$ cat config.mk
export PLATFORM = sky130hd
export DESIGN_NAME = instr_fetch_unit
export DESIGN_NICKNAME = d
export VERILOG_FILES = /design/src/rtl/riscv_pkg.sv /design/src/rtl/next_pc_sel.sv /design/src/rtl/instr_fetch_unit.sv
export SDC_FILE = /design/constraint.sdc
export NUM_CORES = 1
export LEC_CHECK = 0
export ABC_AREA = 1
export CORE_UTILIZATION = 47
export CTS_CLUSTER_DIAMETER = 40
export DETAILED_ROUTE_END_ITERATION = 16
export PLACE_DENSITY = 0.79
export SYNTH_ARGS = -nofsm -noshare
export SYNTH_HDL_FRONTEND = slang
export SYNTH_SLANG_ARGS = --single-unit
$ cat constraint.sdc
create_clock -name i_clk -period 5.65 [get_ports i_clk]
set_input_delay 1.4125 -clock i_clk [delete_from_list [all_inputs] [get_ports i_clk]]
set_output_delay 1.4125 -clock i_clk [all_outputs]
set_load 0.1 [all_outputs]
$ cat src/rtl/riscv_pkg.sv
// Shared RV32 core definitions: widths, opcode constants, NOP encoding and the
// fetch FSM state type.
package riscv_pkg;

    localparam int unsigned XLEN = 32;

    localparam logic [6:0] OP_R      = 7'd51;
    localparam logic [6:0] OP_I      = 7'd19;
    localparam logic [6:0] OP_LOAD   = 7'd3;
    localparam logic [6:0] OP_STORE  = 7'd35;
    localparam logic [6:0] OP_JAL    = 7'd111;
    localparam logic [6:0] OP_JALR   = 7'd103;
    localparam logic [6:0] OP_BRANCH = 7'd99;
    localparam logic [6:0] OP_LUI    = 7'd55;
    localparam logic [6:0] OP_AUIPC  = 7'd23;

    // addi x0, x0, 0
    localparam logic [31:0] NOP_INSTR = 32'h0000_0013;

    typedef enum logic [2:0] {
        IDLE,
        REQ,
        WAIT,
        VALID,
        HALT
    } fetch_state_t;

endpackage

$ cat src/rtl/next_pc_sel.sv
// Next-PC selection: redirect mux with bit0 clear, sequential +4 adder and
// misaligned-target detection.
module next_pc_sel #(
    parameter int unsigned XLEN = 32
) (
    input  logic            i_redirect_valid,
    input  logic [XLEN-1:0] i_redirect_pc,
    input  logic [XLEN-1:0] i_instr_pc,
    output logic [XLEN-1:0] o_next_pc,
    output logic [XLEN-1:0] o_pc_plus4,
    output logic            o_misalign
);

    localparam logic [XLEN-1:0] CLR_BIT0 = {{(XLEN-1){1'b1}}, 1'b0};

    logic [XLEN-1:0] w_target;

    // JALR targets may carry bit0 set; the architecture discards it
    assign w_target   = i_redirect_pc & CLR_BIT0;
    assign o_pc_plus4 = i_instr_pc + XLEN'(4);
    assign o_next_pc  = i_redirect_valid ? w_target : o_pc_plus4;
    assign o_misalign = i_redirect_valid & w_target[1];

endmodule

$ cat src/rtl/instr_fetch_unit.sv
// Instruction fetch unit: owns the PC, fetches one word per step over a
// req/gnt/rvalid handshake and presents a registered instruction to decode.
module instr_fetch_unit
    import riscv_pkg::*;
#(
    parameter int unsigned      XLEN      = riscv_pkg::XLEN,
    parameter logic [XLEN-1:0]  RESET_PC  = '0,
    parameter logic [31:0]      NOP_INSTR = riscv_pkg::NOP_INSTR
) (
    input  logic            i_clk,
    input  logic            i_reset,
    output logic            o_imem_req,
    output logic [XLEN-1:0] o_imem_addr,
    input  logic            i_imem_gnt,
    input  logic            i_imem_rvalid,
    input  logic [31:0]     i_imem_rdata,
    input  logic            i_stall,
    input  logic            i_redirect_valid,
    input  logic [XLEN-1:0] i_redirect_pc,
    output logic [31:0]     o_instr,
    output logic [6:0]      o_opcode,
    output logic [XLEN-1:0] o_instr_pc,
    output logic [XLEN-1:0] o_pc_plus4,
    output logic            o_instr_valid,
    output logic            o_misalign_err
);

    fetch_state_t    r_state;
    fetch_state_t    w_state_d;
    logic [XLEN-1:0] r_pc;
    logic [XLEN-1:0] w_pc_d;
    logic            r_req;
    logic [XLEN-1:0] r_addr;
    logic [XLEN-1:0] w_addr_d;
    logic [31:0]     r_instr;
    logic [31:0]     w_instr_d;
    logic [XLEN-1:0] r_instr_pc;
    logic [XLEN-1:0] w_instr_pc_d;
    logic            r_instr_valid;
    logic            r_misalign;
    logic            w_misalign_d;

    logic [XLEN-1:0] w_next_pc;
    logic [XLEN-1:0] w_pc_plus4;
    logic            w_misalign;

    next_pc_sel #(
        .XLEN (XLEN)
    ) u_next_pc_sel (
        .i_redirect_valid (i_redirect_valid),
        .i_redirect_pc    (i_redirect_pc),
        .i_instr_pc       (r_instr_pc),
        .o_next_pc        (w_next_pc),
        .o_pc_plus4       (w_pc_plus4),
        .o_misalign       (w_misalign)
    );

    always_comb begin
        w_state_d    = r_state;
        w_pc_d       = r_pc;
        w_addr_d     = r_addr;
        w_instr_d    = r_instr;
        w_instr_pc_d = r_instr_pc;
        w_misalign_d = r_misalign;
        unique case (r_state)
            IDLE: begin
                w_state_d = REQ;
                w_addr_d  = r_pc;
            end
            REQ: begin
                if (i_imem_gnt) begin
                    w_state_d = WAIT;
                end
            end
            WAIT: begin
                if (i_imem_rvalid) begin
                    w_instr_d    = i_imem_rdata;
                    w_instr_pc_d = r_pc;
                    w_state_d    = VALID;
                end
            end
            VALID: begin
                // Redirects only take effect when decode accepts the instruction
                if (!i_stall) begin
                    if (w_misalign) begin
                        w_misalign_d = 1'b1;
                        w_state_d    = HALT;
                    end else begin
                        w_pc_d    = w_next_pc;
                        w_addr_d  = w_next_pc;
                        w_state_d = REQ;
                    end
                end
            end
            HALT: begin
                w_state_d = HALT;
            end
            default: begin
                w_state_d = HALT;
            end
        endcase
    end

    always_ff @(posedge i_clk or posedge i_reset) begin
        if (i_reset) begin
            r_state       <= IDLE;
            r_pc          <= RESET_PC;
            r_req         <= 1'b0;
            r_addr        <= RESET_PC;
            r_instr       <= NOP_INSTR;
            r_instr_pc    <= RESET_PC;
            r_instr_valid <= 1'b0;
            r_misalign    <= 1'b0;
        end else begin
            r_state       <= w_state_d;
            r_pc          <= w_pc_d;
            // Handshake outputs are registered from the next state
            r_req         <= (w_state_d == REQ);
            r_addr        <= w_addr_d;
            r_instr       <= w_instr_d;
            r_instr_pc    <= w_instr_pc_d;
            r_instr_valid <= (w_state_d == VALID);
            r_misalign    <= w_misalign_d;
        end
    end

    assign o_imem_req     = r_req;
    assign o_imem_addr    = r_addr;
    assign o_instr        = r_instr;
    assign o_opcode       = r_instr[6:0];
    assign o_instr_pc     = r_instr_pc;
    assign o_pc_plus4     = w_pc_plus4;
    assign o_instr_valid  = r_instr_valid;
    assign o_misalign_err = r_misalign;

endmodule

==> flow_metrics.py, run 1 <==
metrics = {
    "floorplan": {
        "die_height_um": 120,
        "core-area_um2": 13500,
        "start_util_pct": 48.8,
        "num_rows": 42,
        "pin_count": 208,
        "die_w_um": 120,
        "die_area_um2": 14400,
    },
    "yosys": {
        "ys_types": 32,
        "synth_xor_area_share_pct": 2.00,
        "synth_nets": 863,
        "yosysWarnings": 0,
        "synth_flop_cell": "dfrtp_1",
        "synthSimpleGateAreaFrac_pct": 23.7,
        "synth_top_family_by_area": "simple AND/OR/NAND/NOR gates",
        "synthesis.area_um2": 6560,
        "synth_area_per_cell_um2": 8.28,
        "seq_area_frac_synth_pct": 51.2,
        "ys_seq_elements": 134,
        "synth_edf_count": 0,
        "async_flop_share_pct": 100,
        "syn_inst": 792,
        "synth_compound_area_share_pct": 9.06,
        "synthMuxAreaShare_pct": 6.45,
        "synth_adder_area_share_pct": 0.191,
    },
    "clocking": {
        "clk_pin_slew_ps": 60,
        "cts_root_buffer": "clkbuf_16",
        "holdBufCountCts": 0,
        "post_cts_buffers": 0,
        "cts_tree": "yes",
        "clockBufferDepth": 2,
        "ctsResizeCount": 0,
        "cts_sinks": 134,
        "clk_latency_ps": 420,
        "h-tree-depth": 4,
        "numCtsBuffers": 17,
    },
    "worst_setup_path": {
        "crit_family": "buffers and inverters",
        "critPathKind": "reg2out",
        "cp_data_arrival_time_ps": 3190,
        "cp_num_buf_inv": 1,
        "worst_setup_path_end_kind": "output pin",
        "required_ps": 4240,
        "slowest_stage": "clkdlybuf4s50_1",
        "startpoint_type": "flip-flop",
        "slowest_delay_ps": 1180,
        "cp_cell_sequence": "ha_1 > nand2_1 > nor2_2 > nand2_1 > nor2_2 > xor2_1 > clkdlybuf4s50_1",
        "critPathMaxFanout": 6,
    },
    "job": {
        "drv_cap": 0,
    },
    "place": {
        "place_inst": 1135,
        "portBuffers": 206,
        "post-dp-hpwl_um": 12600,
        "place.gp.congestion": 0.860,
    },
    "route": {
        "viasPerCell": 5.12,
        "drc": 0,
        "num_vias": 5978,
        "first_pass_iters": 5,
        "wl_per_cell_um": 15.8,
        "drt_iter0_markers": 433,
        "wl_um": 18400,
        "detail-route-antenna-nets": 0,
    },
    "sta": {
        "fin_hold_ws_ps": 475,
        "finalHoldViolCount": 0,
        "worstMarginPinSlew_ps": 1160,
        "setup_viol": 0,
        "grt_setup_unrepaired": "no",
        "finalClockSkew_ps": 7.35,
        "slew_headroom_pct": 22.3,
        "tns_ps": 0,
        "fin_crit_ps": 4600,
        "fmax_ghz": 0.217,
        "finalMaxSlewViolations": 0,
        "period_share_pct": 81.4,
    },
    "status": {
        "status": "finished clean",
    },
    "global_routing": {
        "grt-ovfl-total": 0,
        "grt_pass1_wl_um": 30100,
        "grt_max_degree": 107,
        "antenna_found_initial": 0,
        "grt_pass1_vias": 5979,
        "track_usage_pct": 27.2,
    },
    "finish": {
        "nFillCells": 1104,
        "fin_cells": 1167,
        "nNetsFinal": 1049,
        "antennaDiodeCount": 0,
        "layout-drive-gt1-share_pct": 8.78,
        "syn2layout_area_growth_pct": 40.6,
    },
    "hold_path": {
        "hp-class": "reg2reg",
    },
}
[per-stage QoR]
step	util (%)	cell area (µm²)	setup slack [ps]
after floorplan	-	6560	502
after global placement	64.5	8680	1510
after detailed placement	64.5	8680	1490
after CTS	68.6	9230	1020
after global routing	68.6	9230	907
final	68.6	9230	1050
[state kept, by name, indices dropped and copies added (netlist names)]
name,count
o_instr_pc,32
o_imem_addr,32
o_misalign_err,1
r_state,3
o_instr_valid,1
o_instr,32
o_imem_req,1
r_pc,32
[synthesized netlist by cell type (2+ instances only)]
library cell | instances | area (µm²)
a21oi_1 | 29 | 145
a31oi_1 | 24 | 150
and2_1 | 4 | 25.0
buf_1 | 6 | 22.5
buf_2 | 14 | 70.1
buf_4 | 10 | 75.1
clkbuf_1 | 14 | 52.6
dfrtp_1 | 131 | 3280
dfstp_2 | 3 | 78.8
inv_1 | 67 | 251
inv_2 | 3 | 11.3
mux2_2 | 34 | 383
mux2i_1 | 4 | 40.0
nand2_1 | 250 | 938
nand2_2 | 2 | 12.5
nand3_1 | 47 | 235
nor2_1 | 64 | 240
nor2_2 | 4 | 25.0
nor2_4 | 3 | 33.8
nor3_1 | 2 | 10.0
o21a_1 | 3 | 22.5
o21ai_0 | 46 | 230
o21ai_1 | 3 | 15.0
o21bai_1 | 2 | 15.0
or2_2 | 3 | 18.8
xnor2_1 | 6 | 52.6
xor2_1 | 9 | 78.8
[worst register-to-register path, cell delays in order, from the launching register on]
cell       delay, ps
dfrtp_1          410
nor2_1           270
nand2_1          580
buf_4            450
inv_1            870
nand2_1          150
o2111ai_1        170
nand2_1          100
inv_1             60
[layout make-up]
class                           count  area, µm²  share of cell area, %
Clock buffer                       24        472                   5.11
Tap cell                          176        220                   2.39
Inverter                           71        272                   2.94
Timing Repair Buffer              211       2100                   22.8
Clock inverter                      8       76.3                  0.827
Multi-Input combinational cell    543       2730                   29.6
Sequential cell                   134       3360                   36.4
[per-layer routing]
| metal | vias to the layer above | track usage [%] | wire (µm) |
|---|---|---|---|
| li1 | 2904 | - | - |
| met1 | 2802 | 33.5 | 7500 |
| met2 | 235 | 43.8 | 8860 |
| met3 | 37 | 9.27 | 1530 |
| met4 | 0 | 10.2 | 492 |
| met5 | - | 0 | 0 |
[final timing paths]
check / startpoint / end / slack [ps] / cells past startpoint
worst max-delay path: o_instr_pc[2]$_DFFE_PP0P_ / o_pc_plus4[16] / 1050 / 7
worst min-delay path: o_misalign_err$_DFFE_PP0P_ / o_misalign_err$_DFFE_PP0P_ / 480 / 1
worst max register to register: r_state[2]$_DFF_PP0_ / o_instr_valid$_DFF_PP0_ / 2530 / 8
worst min register to register: o_misalign_err$_DFFE_PP0P_ / o_misalign_err$_DFFE_PP0P_ / 480 / 1
max in group asynchronous: i_reset / o_imem_addr[31]$_DFFE_PP0P_ / 3040 / 3
min in group asynchronous: i_reset / o_imem_addr[15]$_DFFE_PP0P_ / 1560 / 2
[cell families after synthesis]
kind of cell | after synthesis
compound gates | 109
xor+xnor | 15
fa+ha+maj | 1
buf+inv | 115
flops | 134
mux | 38
simple gates | 380
[cells in the final DEF (no fill, tap or decap), drive strengths merged, types with 6 or more instances in the layout]
cell	netlist	final
xor2	9	9
nand3	47	47
xnor2	6	6
clkdlybuf4s50	0	206
dfrtp	131	131
a21oi	29	29
clkbuf	14	24
o21ai	49	49
nor2	71	71
nand2	252	252
mux2	34	34
a31oi	24	24
inv	70	70
Power of run 1 is left out: the tool's default activity adds up to more than one toggle a clock period on the data nets, which glitch-free logic cannot reach.
==> run 2, diff against run 1 <==
Clock period 5.65 ns to 4.7 ns, I/O delays scaled along.
==> run 2 against run 1 <==
Effect of this change:
- worst setup slack worse by 220 ps
- flip-flop and latch count did not move
- first-iteration DRC count fell by 0.69%
- clock skew is 2.9 ps higher
- critical path depth fell by 3
- via count increased by 1.2%
- hold slack lost 3.8 ps
- utilization is 0.61 points higher
- register-to-register slack lost 550 ps
- global-route usage is 0.32 points higher
- routed wire length increased by 2.1%
- design area grew 0.90%
- highest routed layer unchanged
==> flow_metrics.py, run 2 (synthesized netlist as in run 1, its figures left out) <==
metrics = {
    "status": {
        "status": "finished clean",
    },
    "place": {
        "portBuffers": 206,
        "dp_slack_ps": 1020,
        "place.gp.congestion": 0.856,
        "post-dp-hpwl_um": 12900,
    },
    "route": {
        "drt_iter0_markers": 430,
        "drc": 0,
        "wl_um": 18800,
        "viasPerCell": 5.17,
        "wl_met1_um": 7600,
        "routed-wl-met2_um": 9000,
        "detail-route-antenna-nets": 0,
        "wl_met3_um": 1650,
        "wl_per_cell_um": 16.1,
        "num_vias": 6049,
        "top_layer_used": "met4",
        "first_pass_iters": 6,
    },
    "sta": {
        "fmax_ghz": 0.259,
        "finalMaxSlewViolations": 0,
        "slew_headroom_pct": 22.4,
        "finalClockSkew_ps": 10.2,
        "fin_crit_ps": 3870,
        "period_share_pct": 82.3,
        "finalHoldViolCount": 0,
        "setup_viol": 0,
        "worstMarginPinSlew_ps": 1160,
        "layout_setup_ws_ps": 833,
        "tns_ps": 0,
        "grt_setup_unrepaired": "no",
    },
    "hold_path": {
        "min_to": "o_misalign_err$_DFFE_PP0P_",
        "hp-class": "reg2reg",
        "worstHoldStart": "o_misalign_err$_DFFE_PP0P_",
        "whs_path_depth": 1,
    },
    "worst_setup_path": {
        "critPathKind": "reg2out",
        "crit-reg2reg-launch": "r_state[2]$_DFF_PP0_",
        "slowest_delay_ps": 1220,
        "cp_num_buf_inv": 1,
        "critPathMaxFanout": 6,
        "ff2ff_path_depth": 6,
        "slowest_stage": "clkdlybuf4s50_1",
        "worst_setup_path_end_kind": "output pin",
        "startpoint_type": "flip-flop",
        "cp_data_arrival_time_ps": 2690,
        "crit_family": "buffers and inverters",
        "cp_cell_sequence": "ha_1 > nand3_1 > xnor2_1 > clkdlybuf4s50_1",
        "r2r-end": "o_imem_addr[2]$_DFFE_PP0P_",
        "rrSetupSlack_ps": 1980,
        "required_ps": 3520,
    },
    "job": {
        "drv_cap": 0,
    },
    "global_routing": {
        "grt_max_degree": 73,
        "grt-ovfl-total": 0,
        "grt_pass1_wl_um": 30300,
        "track_usage_pct": 27.5,
        "grt_pass1_vias": 5956,
        "antenna_found_initial": 1,
    },
    "clocking": {
        "holdBufCountCts": 0,
        "clockBufferDepth": 2,
        "cts_sinks": 134,
        "h-tree-depth": 4,
        "ctsResizeCount": 0,
        "cts_tree": "yes",
        "clk_latency_ps": 420,
        "numCtsBuffers": 17,
        "post_cts_buffers": 0,
        "clk_pin_slew_ps": 60,
        "cts_root_buffer": "clkbuf_16",
    },
    "finish": {
        "layout-drive-gt1-share_pct": 12.0,
        "layout_commonest_cell": "nand2_1",
        "syn2layout_area_growth_pct": 41.9,
        "final_cell_mix": "250 x nand2_1, 181 x clkdlybuf4s50_1, 131 x dfrtp_1",
        "nNetsFinal": 1051,
    },
    "floorplan": {
        "core-area_um2": 13500,
        "start_util_pct": 48.8,
        "die_height_um": 120,
        "num_rows": 42,
        "die_area_um2": 14400,
        "die_w_um": 120,
        "pin_count": 208,
    },
}
## run 2: cell count changes in the layout (fill, tap and decap cells not counted), sizes merged, moves of 2 or more
cell           previous run  this run
bufinv                    1         4
clkdlybuf4s50           206       181
buf                       5        32
clkinvlp                  3         1
## run 2: how the worst max path moves through the flow
| stage | end | slack [ps] | start | cells past startpoint |
|---|---|---|---|---|
| 2_1_floorplan | o_pc_plus4[12] | 200 | o_instr_pc[2]$_DFFE_PP0P_ | 5 |
| 5_1_grt | o_pc_plus4[6] | 750 | o_instr_pc[2]$_DFFE_PP0P_ | 4 |
| 4_1_cts | o_pc_plus4[6] | 830 | o_instr_pc[2]$_DFFE_PP0P_ | 4 |
| 3_3_place_gp | o_imem_addr[30]$_DFFE_PP0P_ | 1060 | i_redirect_valid | 7 |
| 3_5_place_dp | o_imem_addr[30]$_DFFE_PP0P_ | 1020 | i_redirect_valid | 7 |
| 6_report | o_pc_plus4[6] | 830 | o_instr_pc[2]$_DFFE_PP0P_ | 4 |
## run 2: area by class of cell
type                       count  area, µm²
clock buffer                  24        492
timing repair buffer         213       2060
antenna                        1       2.50
tap                          176        220
inverter                      71        270
multi-input combinational    543       2760
fill                        1098       4150
sequential                   134       3360
clock inverter                 7        143
## run 2: routing by layer
metal | vias up | GRT usage, %
li1 | 2897 | -
met1 | 2837 | 34.5
met2 | 279 | 43.9
met3 | 36 | 8.37
met4 | 0 | 11.6
met5 | - | 0
## run 2: per-stage QoR
stage                     hold slack, ps  util, %  std cells  instance area, µm²
after global routing                 486     69.2       1169                9310
final                                472     69.2       1169                9310
after floorplan                      453        -        792                6590
after detailed placement             462     64.5       1137                8670
after global placement               449     64.5       1137                8670
after CTS                            476     69.2       1168                9310
## run 2: worst reg2reg max path: stages, from the launching register on
cell and delay [ps]:
dfrtp_1 400, nor2_1 290, nand2_1 290, buf_4 350, inv_1 890, nand2_1 180
a31oi_1 240
Power of run 2 is left out for the same reason.
